<file path="src/rtl/adc_spi_reader.sv">
// Periodic reader for a 16-clock, MSB-first serial ADC frame. It drives cs/s_clk,
// shifts in one conversion per period, and flags frames whose lead bits are not zero.
module adc_spi_reader #(
  parameter int CLK_DIV       = 6,
  parameter int FRAME_BITS    = 16,
  parameter int LEAD_BITS     = 4,
  parameter int DATA_BITS     = 12,
  parameter int SAMPLE_PERIOD = 1200
) (
  input  logic                 clk,
  input  logic                 rst,
  input  logic                 en,
  input  logic                 s_data,
  output logic                 s_clk,
  output logic                 cs,
  output logic [DATA_BITS-1:0] sample,
  output logic                 sample_valid,
  output logic                 lead_err,
  output logic                 busy
);

  localparam int DIV_W = (CLK_DIV > 1) ? $clog2(CLK_DIV) : 1;
  localparam int BIT_W = (FRAME_BITS > 1) ? $clog2(FRAME_BITS) : 1;
  localparam int PER_W = (SAMPLE_PERIOD > 1) ? $clog2(SAMPLE_PERIOD) : 1;

  localparam logic [DIV_W-1:0] DIV_LAST = DIV_W'(CLK_DIV - 1);
  localparam logic [BIT_W-1:0] BIT_LAST = BIT_W'(FRAME_BITS - 1);
  localparam logic [PER_W-1:0] PER_LAST = PER_W'(SAMPLE_PERIOD - 1);

  typedef enum logic [2:0] {IDLE, SETUP, SHIFT, HOLD, WAIT} state_t;

  state_t               state_q, state_d;
  logic [DIV_W-1:0]     div_q, div_d;
  logic [BIT_W-1:0]     bit_q, bit_d;
  logic [PER_W-1:0]     per_q, per_d;
  logic                 hi_q, hi_d;
  logic [DATA_BITS-1:0] shreg_q, shreg_d;
  logic                 err_q, err_d;
  logic                 cs_q, cs_d;
  logic                 sclk_q, sclk_d;
  logic [DATA_BITS-1:0] sample_q, sample_d;
  logic                 valid_q, valid_d;
  logic                 lead_err_q, lead_err_d;
  logic                 busy_q, busy_d;
  logic                 div_tick;

  assign div_tick = (div_q == DIV_LAST);

  always_comb begin
    // NOTE: every signal assigned here gets a default first, so no path leaves
    // a value unassigned and no latch is inferred.
    state_d    = state_q;
    div_d      = div_q;
    bit_d      = bit_q;
    hi_d       = hi_q;
    shreg_d    = shreg_q;
    err_d      = err_q;
    cs_d       = cs_q;
    sclk_d     = sclk_q;
    sample_d   = sample_q;
    lead_err_d = lead_err_q;
    busy_d     = busy_q;
    valid_d    = 1'b0;
    // The period counter free-runs from the cs falling edge so the frame rate is jitter-free.
    per_d      = (state_q == IDLE) ? per_q : per_q + 1'b1;

    unique case (state_q)
      IDLE: begin
        if (en) begin
          state_d = SETUP;
          cs_d    = 1'b0;
          busy_d  = 1'b1;
          per_d   = '0;
          div_d   = '0;
          shreg_d = '0;
          err_d   = 1'b0;
        end
      end
      SETUP: begin
        if (div_tick) begin
          state_d = SHIFT;
          div_d   = '0;
          bit_d   = '0;
          hi_d    = 1'b0;
          sclk_d  = 1'b0;
        end else begin
          div_d = div_q + 1'b1;
        end
      end
      SHIFT: begin
        if (!div_tick) begin
          div_d = div_q + 1'b1;
        end else begin
          div_d = '0;
          if (!hi_q) begin
            // s_data is captured on the same edge that raises s_clk.
            sclk_d = 1'b1;
            hi_d   = 1'b1;
            if (int'(bit_q) < LEAD_BITS) begin
              err_d = err_q | s_data;
            end else if (int'(bit_q) < LEAD_BITS + DATA_BITS) begin
              shreg_d = {shreg_q[DATA_BITS-2:0], s_data};
            end
          end else if (bit_q == BIT_LAST) begin
            state_d = HOLD;
          end else begin
            sclk_d = 1'b0;
            hi_d   = 1'b0;
            bit_d  = bit_q + 1'b1;
          end
        end
      end
      HOLD: begin
        if (div_tick) begin
          state_d    = WAIT;
          div_d      = '0;
          cs_d       = 1'b1;
          busy_d     = 1'b0;
          sample_d   = shreg_q;
          lead_err_d = err_q;
          valid_d    = 1'b1;
        end else begin
          div_d = div_q + 1'b1;
        end
      end
      WAIT: begin
        if (per_q == PER_LAST) begin
          per_d = '0;
          if (en) begin
            state_d = SETUP;
            cs_d    = 1'b0;
            busy_d  = 1'b1;
            div_d   = '0;
            shreg_d = '0;
            err_d   = 1'b0;
          end else begin
            state_d = IDLE;
          end
        end
      end
      default: state_d = IDLE;
    endcase
  end

  // NOTE: state registers use non-blocking assignments so every flop samples
  // the pre-edge value of its neighbours, independent of statement order.
  always_ff @(posedge clk or posedge rst) begin
    if (rst) begin
      state_q    <= IDLE;
      div_q      <= '0;
      bit_q      <= '0;
      per_q      <= '0;
      hi_q       <= 1'b0;
      shreg_q    <= '0;
      err_q      <= 1'b0;
      cs_q       <= 1'b1;
      sclk_q     <= 1'b1;
      sample_q   <= '0;
      valid_q    <= 1'b0;
      lead_err_q <= 1'b0;
      busy_q     <= 1'b0;
    end else begin
      state_q    <= state_d;
      div_q      <= div_d;
      bit_q      <= bit_d;
      per_q      <= per_d;
      hi_q       <= hi_d;
      shreg_q    <= shreg_d;
      err_q      <= err_d;
      cs_q       <= cs_d;
      sclk_q     <= sclk_d;
      sample_q   <= sample_d;
      valid_q    <= valid_d;
      lead_err_q <= lead_err_d;
      busy_q     <= busy_d;
    end
  end

  assign cs           = cs_q;
  assign s_clk        = sclk_q;
  assign sample       = sample_q;
  assign sample_valid = valid_q;
  assign lead_err     = lead_err_q;
  assign busy         = busy_q;

endmodule

</file>
<file path="config.mk">
export PLATFORM = sky130hd
export DESIGN_NAME = adc_spi_reader
export DESIGN_NICKNAME = d
export VERILOG_FILES = /design/src/rtl/adc_spi_reader.sv
export SDC_FILE = /design/constraint.sdc
export NUM_CORES = 1
export LEC_CHECK = 0
export CORE_MARGIN = 3
export CORE_UTILIZATION = 31
export CTS_CLUSTER_SIZE = 8
export DETAILED_ROUTE_END_ITERATION = 12
export PLACE_DENSITY = 0.46
export RECOVER_POWER = 25
export SLEW_MARGIN = 30
export SYNTH_ARGS = -nofsm -noshare
export SYNTH_HDL_FRONTEND = slang
export SYNTH_SLANG_ARGS = --single-unit
</file>
<file path="constraint.sdc">
create_clock -name clk -period 4.5 [get_ports clk]
set_input_delay 0.9 -clock clk [delete_from_list [all_inputs] [get_ports clk]]
set_output_delay 0.9 -clock clk [all_outputs]
set_load 0.02 [all_outputs]
</file>
# ---- Word-level counts from Yosys, hierarchy flattened
# Index checks and enable logic that the tools add are counted.
dict set report op_classes {
  addsub 3
  magnitude_cmp 1
  eq_ne 19
  n_mux 52
  n_bitwise 1
  reduce_logical 15
}
# op count
set ops {}
lappend ops {{2-to-1 mux 12 bit} 5}
lappend ops {{one-hot mux 12 bit (3 select lines)} 1}
lappend ops {{2-to-1 mux 11 bit} 3}
lappend ops {{2-to-1 mux 3 bit} 10}
lappend ops {{!= test 2 bit, second input constant} 11}
lappend ops {{one-hot mux 11 bit (2 select lines)} 1}
lappend ops {{2-to-1 mux 1 bit} 20}
lappend ops {{2-to-1 mux 4 bit} 4}
lappend ops {{one-hot mux 3 bit (5 select lines)} 1}
lappend ops {{AND reduction 5 bit} 3}
lappend ops {{adder 11 x 1 -> 11 bit, second input constant} 1}
lappend ops {{== test 11 bit, second input constant} 1}
lappend ops {{one-hot mux 1 bit (3 select lines)} 3}
lappend ops {{one-hot mux 3 bit (3 select lines)} 1}
lappend ops {{nonzero test 3 bit} 3}
lappend ops {{one-hot mux 4 bit (2 select lines)} 1}
lappend ops {{AND reduction 7 bit} 1}
lappend ops {{== test 3 x 2 -> 1 bit, second input constant} 2}
lappend ops {{== test 3 bit, second input constant} 2}
lappend ops {{AND reduction 3 bit} 2}
lappend ops {{adder 4 x 1 -> 4 bit, second input constant} 1}
lappend ops {{== test 4 bit, second input constant} 1}
lappend ops {{< comparator 4 x 3 -> 1 bit, second input constant} 1}
lappend ops {{one-hot mux 1 bit (2 select lines)} 2}
lappend ops {{9 further kinds} 10}
dict set report totals {
  ff_bits 52
  output_inout_bits 17
}

# ---- Depth between registers and ports, before layout
dict set report logic_depth {
  ltp_word 5
  ltp_mapped 7
  depth_no_buf 5
}

# ---- Least setup slack after synthesis
# OpenSTA, ideal clock, no wires.
dict set report synth_path {
  path_type {input-to-reg}
  from {input en}
  to {register shreg_q[0]}
  setup_time_ns 0.121
  arrival_ns 2.143
  required_time_ns 4.379
  path_slack_ns 2.236
  path_stages 6
  n_path_buf 2
  cell_sequence {or3b_1 -> clkbuf_1 -> o31a_1 -> a211o_1 -> buf_6 -> a22o_1}
}
dict set report synth_via {
  elab_chain_cells 3
}
# item line_no
set synth_lines {}
lappend synth_lines {{from (decl)} 12} ;# input logic en,
lappend synth_lines {{2-to-1 mux 12 bit (*)} n/a}
lappend synth_lines {{2-to-1 mux 12 bit} n/a}
lappend synth_lines {{one-hot mux 12 bit (3 select lines) (*)} n/a}
lappend synth_lines {{to (signal assigned)} 168} ;# shreg_q <= shreg_d;
lappend synth_lines {{to (decl)} 37} ;# logic [DATA_BITS-1:0] shreg_q, shreg_d;
# Every way passes the cells marked *; elsewhere a longest branch is shown, timed or not. The select of a mux whose other input is x is not followed.
# A chain may end at the register's enable or synchronous reset.

# ---- Worst setup path after layout
dict set report layout_path {
  from {input en}
  to {register shreg_q[8]}
}
# Same word-level chain as after synthesis.

==> results.py <==
metrics = {
    "yosys": {
        "synthesis.area_per_instance_um2": 11.1,
        "yosysTopAreaCell": "dfrtp_1",
        "yosysWarnings": 0,
        "synth_flop_cell": "dfrtp_1",
        "yosysMostFrequentCell": "dfrtp_1",
        "seq_area_frac_synth_pct": 54.1,
        "syn_area_um2": 2410,
        "synth_edf_count": 0,
        "netlist-cell-type-count": 45,
        "syn-num-nets": 224,
        "netlist.area_leader.share_pct": 51.9,
        "netlist_top_cells_count": "dfrtp_1 (50), nor2_1 (16), mux2_2 (15)",
        "yosys-top-cells-area": "dfrtp_1 (52%), mux2_2 (7.0%), a22o_1 (4.4%), o21ai_0 (2.5%), nor2_1 (2.5%)",
        "async_flop_share_pct": 100,
        "ys_ff_latch": 52,
        "netlist_instances": 218,
    },
    "die": {
        "die_w_um": 94.2,
        "rows": 31,
        "core_area_um2": 7410,
        "start_util_pct": 32.5,
        "die_area_um2": 8870,
        "dieHeight_um": 94.2,
        "ios": 21,
    },
    "timing": {
        "final_hold_viol_count": 0,
        "worst_pin_slew_ps": 1110,
        "fin_crit_ps": 2640,
        "grt_setup_unrepaired": "false",
        "finClkSkew_ps": 8.82,
        "setup_viol": 0,
        "maxSlewViolCount": 0,
        "slew_headroom_pct": 25.9,
        "fmax_ghz": 0.379,
        "finalCritPeriodShare_pct": 58.7,
        "tns_ps": 0,
    },
    "power_and_ir_drop": {
        "sw_frac_of_total_pct": 38.1,
        "p_comb_share_pct": 30.1,
        "seq_power_share_pct": 48.5,
        "p_int_uw": 817,
        "p_clk_share_pct": 21.3,
        "ir_drop_mv": 0.281,
        "powerDensity_nw_per_um2": 476,
        "p_switching_uw": 504,
        "p_leak_uw": 0.00116,
    },
    "cts": {
        "root_buffer": "clkbuf_8",
        "cts_setup_buffers": 0,
        "cts.clk_slew.worst_paths_ps": 100,
        "clock_latency_ps": 310,
        "ctsHoldBuffers": 0,
        "cts_tree": "built",
        "post_cts_resized": 0,
        "clockBufferDepth": 2,
        "cts_max_level": 2,
        "cts_inserted_buffers": 5,
        "clock_sinks": 52,
    },
    "finish": {
        "drive_gt1_share_pct": 12.3,
        "finalNetCount": 240,
        "diodes": 0,
        "syn_to_final_growth_pct": 15.2,
        "fin_area_um2": 2780,
        "fin_util_pct": 37.5,
    },
    "setup_path": {
        "critPathCapture": "shreg_q[8]",
        "cp.arrival_ps": 2850,
        "timing.critical_path.from": "en",
        "path_max_fanout": 12,
        "rr_worst_depth": 4,
        "startpoint_type": "primary input",
        "rr_endpoint": "shreg_q[8]",
        "timing.rr.start": "state_q[1]",
        "endpoint_kind": "flop",
        "critPathRequiredTime_ps": 4710,
        "worstSetupPathType": "in2reg",
        "reg2reg_slack_ps": 2130,
    },
    "global_routing": {
        "track_usage_pct": 12.3,
        "overflow": 0,
        "antenna_found_initial": 0,
        "grt_pass1_wl_mm": 8.60,
        "first_global_vias": 1636,
        "grt_max_degree": 30,
    },
    "outcome": {
        "outcome": "complete, no violations",
    },
    "routing": {
        "first_pass_iters": 4,
        "num_vias": 1712,
        "drt_wl_total_mm": 5.01,
        "first_iter_violations": 94,
        "wl_per_cell_um": 15.0,
        "drc_errors": 0,
        "ant_nets": 0,
        "vias_per_cell": 5.13,
    },
    "placement": {
        "gp_congestion": 0.750,
        "port_buffers": 20,
        "dp_hpwl_mm": 3.41,
        "placed_area_um2": 2690,
    },
    "min_path": {
        "hold_path_class": "reg2reg",
    },
    "run": {
        "maxCapViolCount": 0,
    },
}
-- power groups by stage --
stage / logic, µW / registers (µW) / clock network (µW)
floorplan: 340 / 612 / 0
finish: 398 / 641 / 282
global placement: 401 / 651 / 0
global route: 456 / 661 / 317
detailed placement: 402 / 650 / 0
CTS: 403 / 642 / 298
-- worst min path at each step --
stage,startpoint,end,slack [ps],cells past startpoint
after CTS,busy,busy,510,1
after detailed placement,busy,busy,480,1
after global routing,sample[8],sample[8],530,1
final,busy,busy,500,1
after floorplan,err_q,err_q,450,1
after global placement,busy,busy,480,1
-- worst max-delay path: stages --
cell	delay, ps
clkdlybuf4s50_1	550
or3b_1	470
o31a_1	180
a211o_1	450
a22o_1	290
-- cells by family (layout without fill, tap and decap cells) --
group / after synthesis / in the layout / share of synthesized area [%]
compound gates: 64 / 64 / 18.9
xor+xnor: 3 / 3 / 1.09
flops: 52 / 52 / 54.1
buf+inv: 18 / 35 / 3.58
fa+ha+maj: 2 / 2 / 1.04
mux: 16 / 16 / 7.42
simple gates: 63 / 63 / 13.9
-- metrics by stage --
step / power, µW / instances / setup WS [ps] / hold WS [ps]
after floorplan: 952 / 218 / 2240 / 454
after global placement: 1050 / 326 / 1600 / 485
after detailed placement: 1050 / 326 / 1540 / 483
after CTS: 1340 / 334 / 1870 / 511
after global routing: 1430 / 334 / 1790 / 532
final: 1320 / 334 / 1860 / 499
-- cells in the final DEF, fill, tap and decap left out, types with 3 or more instances in the layout --
master / instances
a21oi_1: 8
a22o_1: 12
a22oi_1: 3
a31oi_1: 6
clkbuf_8: 5
clkdlybuf4s50_1: 19
dfrtp_1: 50
inv_1: 4
mux2_2: 15
nand2_1: 12
nand3_1: 5
nand4_1: 3
nor2_1: 16
nor3_1: 7
nor4_1: 3
o21ai_0: 12
o31a_1: 3
o31ai_1: 4
o41ai_1: 3
or3_1: 3
-- final cells by class --
type	instances	area (µm²)
fillers	746	4630
flip-flops and latches	52	1300
multi-input cells	148	1020
repair buffers	23	219
well taps	99	124
clock buffers	5	68.8
clock inverters	3	25.0
inverters	4	15.0
-- routing by layer --
| layer | GRT usage, % | routed length [µm] | vias up |
|---|---|---|---|
| li1 | - | - | 850 |
| met1 | 18.7 | 2600 | 834 |
| met2 | 17.1 | 2180 | 23 |
| met3 | 2.96 | 172 | 5 |
| met4 | 3.61 | 60 | 0 |
| met5 | 0 | 0 | - |
-- registers in the layout (all words and copies together), names as in the netlist, 3 cells and up --
name and count:
per_q 11, div_q 3, bit_q 4, sample 12
shreg_q 12, state_q 3
(Power assumes the default switching activity.)
